--- config.mk ---
export PLATFORM = sky130hd
export DESIGN_NAME = ps2_ctrl_decoder
export DESIGN_NICKNAME = d
export VERILOG_FILES = /design/src/rtl/ps2_ctrl_decoder.sv
export SDC_FILE = /design/constraint.sdc
export NUM_CORES = 1
export LEC_CHECK = 0
export ABC_AREA = 0
export BUFFER_PORTS_ARGS = -buffer_cell sky130_fd_sc_hd__buf_2
export CAP_MARGIN = 20
export CORE_AREA = 8 8 95 97
export CTS_CLUSTER_SIZE = 16
export DETAILED_ROUTE_END_ITERATION = 8
export DIE_AREA = 0 0 103 105
export GPL_ROUTABILITY_DRIVEN = 1
export GPL_TIMING_DRIVEN = 0
export RECOVER_POWER = 25
export SLEW_MARGIN = 20
export SYNTH_ARGS = -nofsm -noshare
export SYNTH_HDL_FRONTEND = slang
export SYNTH_SLANG_ARGS = --single-unit
--- constraint.sdc ---
create_clock -name clk -period 3.8 [get_ports clk]
set_input_delay 0.76 -clock clk [delete_from_list [all_inputs] [get_ports clk]]
set_output_delay 0.76 -clock clk [all_outputs]
set_load 0.02 [all_outputs]
--- src/rtl/ps2_ctrl_decoder.sv ---
// PS/2 keyboard receiver and make/break decoder driving held player-control levels.
// Define PS2_WASD_EN to add W/A/S/D as a second, independently held direction source.
module ps2_ctrl_decoder #(
    parameter int FILTER_LEN     = 4,
    parameter int TIMEOUT_CYCLES = 100000
) (
    input  logic       clk,
    input  logic       reset,
    input  logic       ps2_clk,
    input  logic       ps2_data,
    output logic       ctrl_up,
    output logic       ctrl_down,
    output logic       ctrl_left,
    output logic       ctrl_right,
    output logic       ctrl_fire,
    output logic       ctrl_slow,
    output logic [7:0] scan_code,
    output logic       key_valid,
    output logic       frame_err
);

    localparam int FW = $clog2(FILTER_LEN + 1);
    localparam int TW = $clog2(TIMEOUT_CYCLES + 1);
    localparam logic [FW-1:0] FILT_MAX = FW'(FILTER_LEN - 1);
    localparam logic [TW-1:0] TO_MAX   = TW'(TIMEOUT_CYCLES - 1);

    localparam int DIR_UP = 0;
    localparam int DIR_DN = 1;
    localparam int DIR_LT = 2;
    localparam int DIR_RT = 3;

    typedef enum logic [1:0] {IDLE, DATA, PARITY, STOP} state_t;

    // Line conditioning: index 0 = ps2_clk, index 1 = ps2_data.
    logic [1:0]          sync1_q, sync2_q;
    logic [1:0]          filt_q, filt_d;
    logic [1:0][FW-1:0]  fcnt_q, fcnt_d;
    logic                fclk_prev_q;
    logic                bit_evt, bit_dat;

    state_t              state_q, state_d;
    logic [2:0]          bitcnt_q, bitcnt_d;
    logic [7:0]          shift_q, shift_d;
    logic                par_ok_q, par_ok_d;
    logic [TW-1:0]       to_cnt_q, to_cnt_d;
    logic                byte_rdy_q, byte_rdy_d;
    logic                bad_q, bad_d;
    logic                ferr_q, ferr_d;

    logic                ext_q, ext_d;
    logic                brk_q, brk_d;
    logic [7:0]          scan_q, scan_d;
    logic                kv_q, kv_d;
    logic [3:0]          arrow_q, arrow_d;
    logic                fire_q, fire_d;
    logic                slow_q, slow_d;
    logic [3:0]          wasd_held;
    logic                make;

    always_ff @(posedge clk or posedge reset) begin
        if (reset) begin
            sync1_q     <= 2'b11;
            sync2_q     <= 2'b11;
            filt_q      <= 2'b11;
            fcnt_q      <= '0;
            fclk_prev_q <= 1'b1;
        end else begin
            sync1_q     <= {ps2_data, ps2_clk};
            sync2_q     <= sync1_q;
            filt_q      <= filt_d;
            fcnt_q      <= fcnt_d;
            fclk_prev_q <= filt_q[0];
        end
    end

    // A filtered level flips only after FILTER_LEN consecutive disagreeing samples.
    always_comb begin
        filt_d = filt_q;
        fcnt_d = '0;
        for (int i = 0; i < 2; i++) begin
            if (sync2_q[i] != filt_q[i]) begin
                if (fcnt_q[i] == FILT_MAX) filt_d[i] = sync2_q[i];
                else                       fcnt_d[i] = fcnt_q[i] + 1'b1;
            end
        end
    end

    assign bit_evt = fclk_prev_q & ~filt_q[0];
    assign bit_dat = filt_q[1];

    always_ff @(posedge clk or posedge reset) begin
        if (reset) begin
            state_q    <= IDLE;
            bitcnt_q   <= '0;
            shift_q    <= '0;
            par_ok_q   <= 1'b0;
            to_cnt_q   <= '0;
            byte_rdy_q <= 1'b0;
            bad_q      <= 1'b0;
            ferr_q     <= 1'b0;
        end else begin
            state_q    <= state_d;
            bitcnt_q   <= bitcnt_d;
            shift_q    <= shift_d;
            par_ok_q   <= par_ok_d;
            to_cnt_q   <= to_cnt_d;
            byte_rdy_q <= byte_rdy_d;
            bad_q      <= bad_d;
            ferr_q     <= ferr_d;
        end
    end

    always_comb begin
        state_d    = state_q;
        bitcnt_d   = bitcnt_q;
        shift_d    = shift_q;
        par_ok_d   = par_ok_q;
        byte_rdy_d = 1'b0;
        bad_d      = 1'b0;
        ferr_d     = 1'b0;
        to_cnt_d   = to_cnt_q + 1'b1;
        if (state_q == IDLE || bit_evt) to_cnt_d = '0;

        case (state_q)
            IDLE: begin
                if (bit_evt && !bit_dat) begin
                    state_d  = DATA;
                    bitcnt_d = '0;
                end
            end
            DATA: begin
                if (bit_evt) begin
                    shift_d  = {bit_dat, shift_q[7:1]};
                    bitcnt_d = bitcnt_q + 1'b1;
                    if (bitcnt_q == 3'd7) state_d = PARITY;
                end
            end
            PARITY: begin
                if (bit_evt) begin
                    par_ok_d = ^{shift_q, bit_dat};
                    state_d  = STOP;
                end
            end
            STOP: begin
                if (bit_evt) begin
                    state_d = IDLE;
                    if (bit_dat && par_ok_q) begin
                        byte_rdy_d = 1'b1;
                    end else begin
                        ferr_d = 1'b1;
                        bad_d  = 1'b1;
                    end
                end
            end
            default: state_d = IDLE;
        endcase

        // A stalled keyboard must not wedge the receiver mid-frame.
        if (state_q != IDLE && !bit_evt && to_cnt_q == TO_MAX) begin
            state_d  = IDLE;
            ferr_d   = 1'b1;
            to_cnt_d = '0;
        end
    end

    always_ff @(posedge clk or posedge reset) begin
        if (reset) begin
            ext_q   <= 1'b0;
            brk_q   <= 1'b0;
            scan_q  <= '0;
            kv_q    <= 1'b0;
            arrow_q <= '0;
            fire_q  <= 1'b0;
            slow_q  <= 1'b0;
        end else begin
            ext_q   <= ext_d;
            brk_q   <= brk_d;
            scan_q  <= scan_d;
            kv_q    <= kv_d;
            arrow_q <= arrow_d;
            fire_q  <= fire_d;
            slow_q  <= slow_d;
        end
    end

`ifdef PS2_WASD_EN
    logic [3:0] wasd_q, wasd_d;

    always_ff @(posedge clk or posedge reset) begin
        if (reset) wasd_q <= '0;
        else       wasd_q <= wasd_d;
    end

    assign wasd_held = wasd_q;
`else
    assign wasd_held = '0;
`endif

    assign make = ~brk_q;

    always_comb begin
        ext_d   = ext_q;
        brk_d   = brk_q;
        scan_d  = scan_q;
        kv_d    = 1'b0;
        arrow_d = arrow_q;
        fire_d  = fire_q;
        slow_d  = slow_q;
`ifdef PS2_WASD_EN
        wasd_d  = wasd_q;
`endif
        // A corrupted frame may have been the key that a pending prefix belonged to.
        if (bad_q) begin
            ext_d = 1'b0;
            brk_d = 1'b0;
        end
        if (byte_rdy_q) begin
            kv_d   = 1'b1;
            scan_d = shift_q;
            case (shift_q)
                8'hE0: ext_d = 1'b1;
                8'hF0: brk_d = 1'b1;
                8'hE1: begin
                    ext_d = 1'b0;
                    brk_d = 1'b0;
                end
                default: begin
                    if (ext_q) begin
                        case (shift_q)
                            8'h75:   arrow_d[DIR_UP] = make;
                            8'h72:   arrow_d[DIR_DN] = make;
                            8'h6B:   arrow_d[DIR_LT] = make;
                            8'h74:   arrow_d[DIR_RT] = make;
                            default: ;
                        endcase
                    end else begin
                        case (shift_q)
                            8'h1A:   fire_d = make;
                            8'h12:   slow_d = make;
`ifdef PS2_WASD_EN
                            8'h1D:   wasd_d[DIR_UP] = make;
                            8'h1B:   wasd_d[DIR_DN] = make;
                            8'h1C:   wasd_d[DIR_LT] = make;
                            8'h23:   wasd_d[DIR_RT] = make;
`endif
                            default: ;
                        endcase
                    end
                    ext_d = 1'b0;
                    brk_d = 1'b0;
                end
            endcase
        end
    end

    assign ctrl_up    = arrow_q[DIR_UP] | wasd_held[DIR_UP];
    assign ctrl_down  = arrow_q[DIR_DN] | wasd_held[DIR_DN];
    assign ctrl_left  = arrow_q[DIR_LT] | wasd_held[DIR_LT];
    assign ctrl_right = arrow_q[DIR_RT] | wasd_held[DIR_RT];
    assign ctrl_fire  = fire_q;
    assign ctrl_slow  = slow_q;
    assign scan_code  = scan_q;
    assign key_valid  = kv_q;
    assign frame_err  = ferr_q;

endmodule

After elaboration in Yosys (flattened, before gate mapping):

Index checks and enable logic that the tools add are counted.

* bitwise gates (word level): 5
* order comparisons: 0
* div/mod/pow operators: 0
* multiply operators: 0
* shift-type cells: 0
* reduce and logical (&&, ||, !) cells: 24
* add/sub/neg operators: 4
* muxes and demuxes: 30
* equality and inequality tests: 25

Operators with widths (number)
* $mux W17: 2
* $eq A8 B7 Y1 const B: 4
* $eq A8 B8 Y1 const B: 3
* $reduce_and A4 Y1: 6
* $mux W3: 6
* $add A17 B1 Y17 const B: 1
* $eq A17 B17 Y1 const B: 1
* $eq A8 B5 Y1 const B: 2
* $mux W1: 12
* $mux W2: 6
* $ne A3 B3 Y1 const B: 4
* $add A3 B1 Y3 const B: 3
* $reduce_xor A9 Y1: 1
* $pmux W2 S4: 1
* $reduce_and A2 Y1: 4
* $eq A3 B2 Y1 const B: 2
* $pmux W3 S2: 1
* $reduce_and A5 Y1: 1
* $eq A2 B2 Y1 const B: 2
* $logic_and A1 B1 Y1: 4
* $not A1 Y1: 4
* $pmux W1 S2: 2
* $reduce_bool A2 Y1: 2
* $eq A3 B3 Y1 const B: 1
* other kinds (11): 13

* memory bits (writable): 0
* output and inout port bits: 16
* latch bits: 0
* memories kept: 0
* register bits after elaboration: 64
* ROM bits: 0
* logic and storage cells: 113
* bits of input ports: 4

Depth between registers and ports, before layout:

* depth after elaboration: 7
* depth in mapped cells: 7
* gate-level depth less buffers: 7

Worst setup path after synthesis:

OpenSTA, ideal clock, no wires.

* kind: reg2reg
* start: register to_cnt_q[5]
* end: register state_q[1]
* path buffers: 0
* setup time: 0.122 ns
* slack: 2.060 ns
* data required time: 3.678 ns
* cell stages (with the launch flop): 6
* data arrival time: 1.619 ns
* clock period less this slack: 1.740 ns
* path through: dfrtp_1 -> or4b_1 -> nor3b_2 -> nand3_1 -> a21o_1 -> a32o_1

* cells in the longest elaborated chain, start to end: 4
* elaborated cells between the ends (all ways): 9
* classes of those cells: 6 x eq/ne; 1 x mux; 2 x reduce/logical

RTL lines
* start, declared: RTL line 45 `logic [TW-1:0] to_cnt_q, to_cnt_d;`
* start signal, assigned: RTL line 106 `to_cnt_q <= to_cnt_d;`
* $eq A17 B17 Y1 (*): RTL line 159 `if (state_q != IDLE && !bit_evt && to_cnt_q == TO_MAX) begin`
* $logic_and A1 B1 Y1 (*): RTL line 159
* $ne A3 B3 Y1 (no source line) or $ne A3 B1 Y1 (tied branches)
* $reduce_and A5 Y1 (no source line)
* end signal, assigned: RTL line 102 `state_q <= state_d;`
* end, declared: RTL line 41 `state_t state_q, state_d;`

Mark *: on every way between the ends. The rest lies on a longest branch, timed or not.
A chain may end at the register's enable or synchronous reset.

Worst setup path in the final report:

* start: register to_cnt_q[6]
* end: register state_q[1]

The elaborated chain is that of the path after synthesis.

==> metrics.cfg <==
[status]
status=complete, no violations

[clock_network]
h-tree-depth=3
cts_sinks=64
cts_tree=yes
insertion_delay_ns=0.35
cts_root_buffer=clkbuf_8
cts_setup_buffers=0
postCtsResizedCells=0
cts_buffers=9
clockBufferDepth=2
ctsHoldBuffers=0
cts.clk_slew.worst_paths_ns=0.07

[synth]
ys_seq_area_share_pct=55.55
syn_area_per_cell_sq_um=11.19
yosysWarningCount=0
synth_nets=272
syn_inst=259
synth_seq_cells=64
syn_area_sq_um=2899
ys_types=40

[job]
drv_cap=0

[finish]
fillers=747
n_antenna_cell=0
finish.utilization_pct=44.90
drive_gt1_share_pct=23.39
nets=303
area_growth_pct=16.57

[global_routing]
grt_pass1_vias=1906
grt_pass1_wl_mm=8.700
globalRoute.totalOverflow=0
grt_max_degree=52
antenna_found_initial=0
grt_usage_pct=10.16

[sta]
clock.fmax_mhz=506.0
setup_tns_ns=0
worst_pin_slew_ns=0.7063
slew_headroom_pct=52.66
period_share_pct=52.01
slew_violations=0
hold_viol=0
rsz0062_at_grt=no
skew_ns=0.01402
finalSetupViolations=0
fin_crit_ns=1.976

[place]
numPortBuffers=19
dp_hpwl_mm=3.445
place_congestion=0.7989

[worst_setup_path]
critPathArrivalTime_ns=2.20
worstPathMaxFanout=5
worstReg2RegStart=to_cnt_q[6]$_DFF_PP0_
crit_family=simple AND/OR/NAND/NOR gates
timing.rr.end=state_q[1]$_DFFE_PP0P_
path_class=register to register
crit_path_cell_trace=or4b_1, nor3_1, nand3_1, a21o_1, a32o_1
start_kind=register
critPathMaxStageDelay_ns=0.52
cp-end-kind=register
r2r_slack_ns=1.82
crit_path_top_delay_cell=or4b_1
rr_worst_depth=5
crit_buf_inv=0
required_ns=4.03

[route]
initialDrtViolationCount=79
met2_length_mm=2.330
ant_nets=0
met1_length_mm=2.286
wire_per_inst_microns=12.39
drc_errors=0
top_layer_used=met4
wl_met3_microns=263
routed_wl_mm=4.918
routed_via_density=4.856
drt-pass1-iter-count=4
via_count=1928

[die]
io_pins=20
die_h_microns=105
die-area_sq_um=10820
start_util_pct=38.51
core_sq_um=7527
die_x_microns=103
placementRows=32

[pwr]
swShare_pct=31.68
p_leak_nw=1.541
clockPowerShare_pct=30.3
pwr-share-seq_pct=41.7
intPower_w=0.001486
peakVddDrop_uv=213.8
switching_power_w=0.0006892
power_density_nw_per_um2=643.7
comb_power_share_pct=28.0

[min_path]
hold_path_class=register to register
hold-path-cell-count=0
whs_endpoint=sync2_q[1]$_DFF_PP1_
hp-start=sync1_q[1]$_DFF_PP1_

## synth_stat cells
library cell	n	area, sq um
dfstp_2	7	183.9
nand2b_1	3	18.77
nor4_1	2	12.51
o22ai_1	1	6.260
nand4b_1	1	8.760
a22o_1	2	17.52
xnor2_1	16	140.1
mux2_2	18	202.7
a211oi_1	1	7.510
o21ai_0	8	40.04
nor2b_1	7	43.79
or2b_1	1	7.510
ha_1	9	112.6
nand3b_1	2	15.01
a21o_1	2	15.01
or4_1	1	7.510
a31oi_1	2	12.51
or2_2	3	18.77
or4b_1	2	20.02
nand3_1	11	55.05
nand2_2	1	6.260
clkbuf_1	5	18.77
a21oi_1	5	25.02
nor3b_2	1	12.51
nand2_1	20	75.07
nand4_1	4	25.02
buf_4	2	15.01
and3_1	2	12.51
a32oi_1	1	8.760
inv_1	8	30.03
nor4b_1	1	8.760
nor3_1	6	30.03
o31ai_1	2	15.01
nor2_1	29	108.9
and3_2	1	7.510
nor3b_1	4	30.03
a32o_1	1	10.01
xor2_1	9	78.83
o41ai_1	1	8.760
dfrtp_1	57	1426
## through the flow
stage	worst slack [ns]	power (W)	hold WS, ns	cells	instance area [sq um]
floorplan	1.453	0.001396	0.3452	259	2899
global placement	0.6600	0.001515	0.3461	380	3122
detailed placement	1.837	0.001539	0.3473	381	3152
CTS	1.823	0.002216	0.3085	397	3381
global route	1.721	0.002330	0.3655	397	3379
finish	1.824	0.002175	0.3561	397	3379
## worst max-delay path by stage
stage                               start                endpoint  depth (start not counted)
floorplan                           reset  arrow_q[0]$_DFFE_PP0P_                          1
global route        to_cnt_q[6]$_DFF_PP0_  state_q[1]$_DFFE_PP0P_                          5
CTS                 to_cnt_q[6]$_DFF_PP0_  state_q[1]$_DFFE_PP0P_                          5
finish              to_cnt_q[6]$_DFF_PP0_  state_q[1]$_DFFE_PP0P_                          5
global placement                    reset     fcnt_q[3]$_DFF_PP0_                          2
detailed placement  to_cnt_q[6]$_DFF_PP0_  state_q[1]$_DFFE_PP0P_                          5
## power by group through the flow
stage	clock network [W]	logic (W)	registers [W]
finish	0.000660	0.000609	0.000906
floorplan	0	0.000494	0.000902
global placement	0	0.000598	0.000917
detailed placement	0	0.000619	0.000920
CTS	0.000688	0.000621	0.000908
global route	0.000714	0.000693	0.000924
## layout make-up
| cell class | count | area (sq um) | area share (%) |
|---|---|---|---|
| Sequential cell | 64 | 1610 | 47.65 |
| Buffer | 7 | 33.78 | 0.9996 |
| Inverter | 8 | 31.28 | 0.9256 |
| Tap cell | 102 | 127.6 | 3.776 |
| Multi-Input combinational cell | 180 | 1225 | 36.25 |
| Clock buffer | 10 | 137.6 | 4.073 |
| Timing Repair Buffer | 20 | 122.6 | 3.628 |
| Clock inverter | 6 | 91.34 | 2.703 |
## cells in the final DEF (no fill, tap or decap), types with 3 or more instances in the layout
cell type / n
a21oi_1: 5
buf_2: 19
clkbuf_1: 5
clkbuf_8: 10
dfrtp_1: 57
dfstp_2: 6
ha_1: 9
inv_1: 7
mux2_2: 18
nand2_1: 20
nand2b_1: 3
nand3_1: 11
nand4_1: 4
nor2_1: 29
nor2b_1: 7
nor3_1: 6
nor3b_1: 4
o21ai_0: 8
or2_2: 3
xnor2_1: 16
xor2_1: 9
## registers in the layout (all words and copies together), names as in the netlist, 3 cells and up
register / cells
scan_code: 8
arrow_q: 4
to_cnt_q: 17
shift_q: 8
fcnt_q: 6
bitcnt_q: 3
## cell families after synthesis
kind of cell,Yosys count,synth area share (%)
compound gates,26,5.740
xor+xnor,25,7.553
fa+ha+maj,9,3.884
buf+inv,15,2.201
flops,64,55.55
mux,18,6.992
simple gates,102,18.08
## routing by layer
metal,global-route usage (%),vias to the layer above
met1,11.97,935
met4,3.413,0
met2,15.68,31
met3,4.977,4
li1,-,958
met5,0,-
No activity file was read; power rests on OpenSTA's default activity.
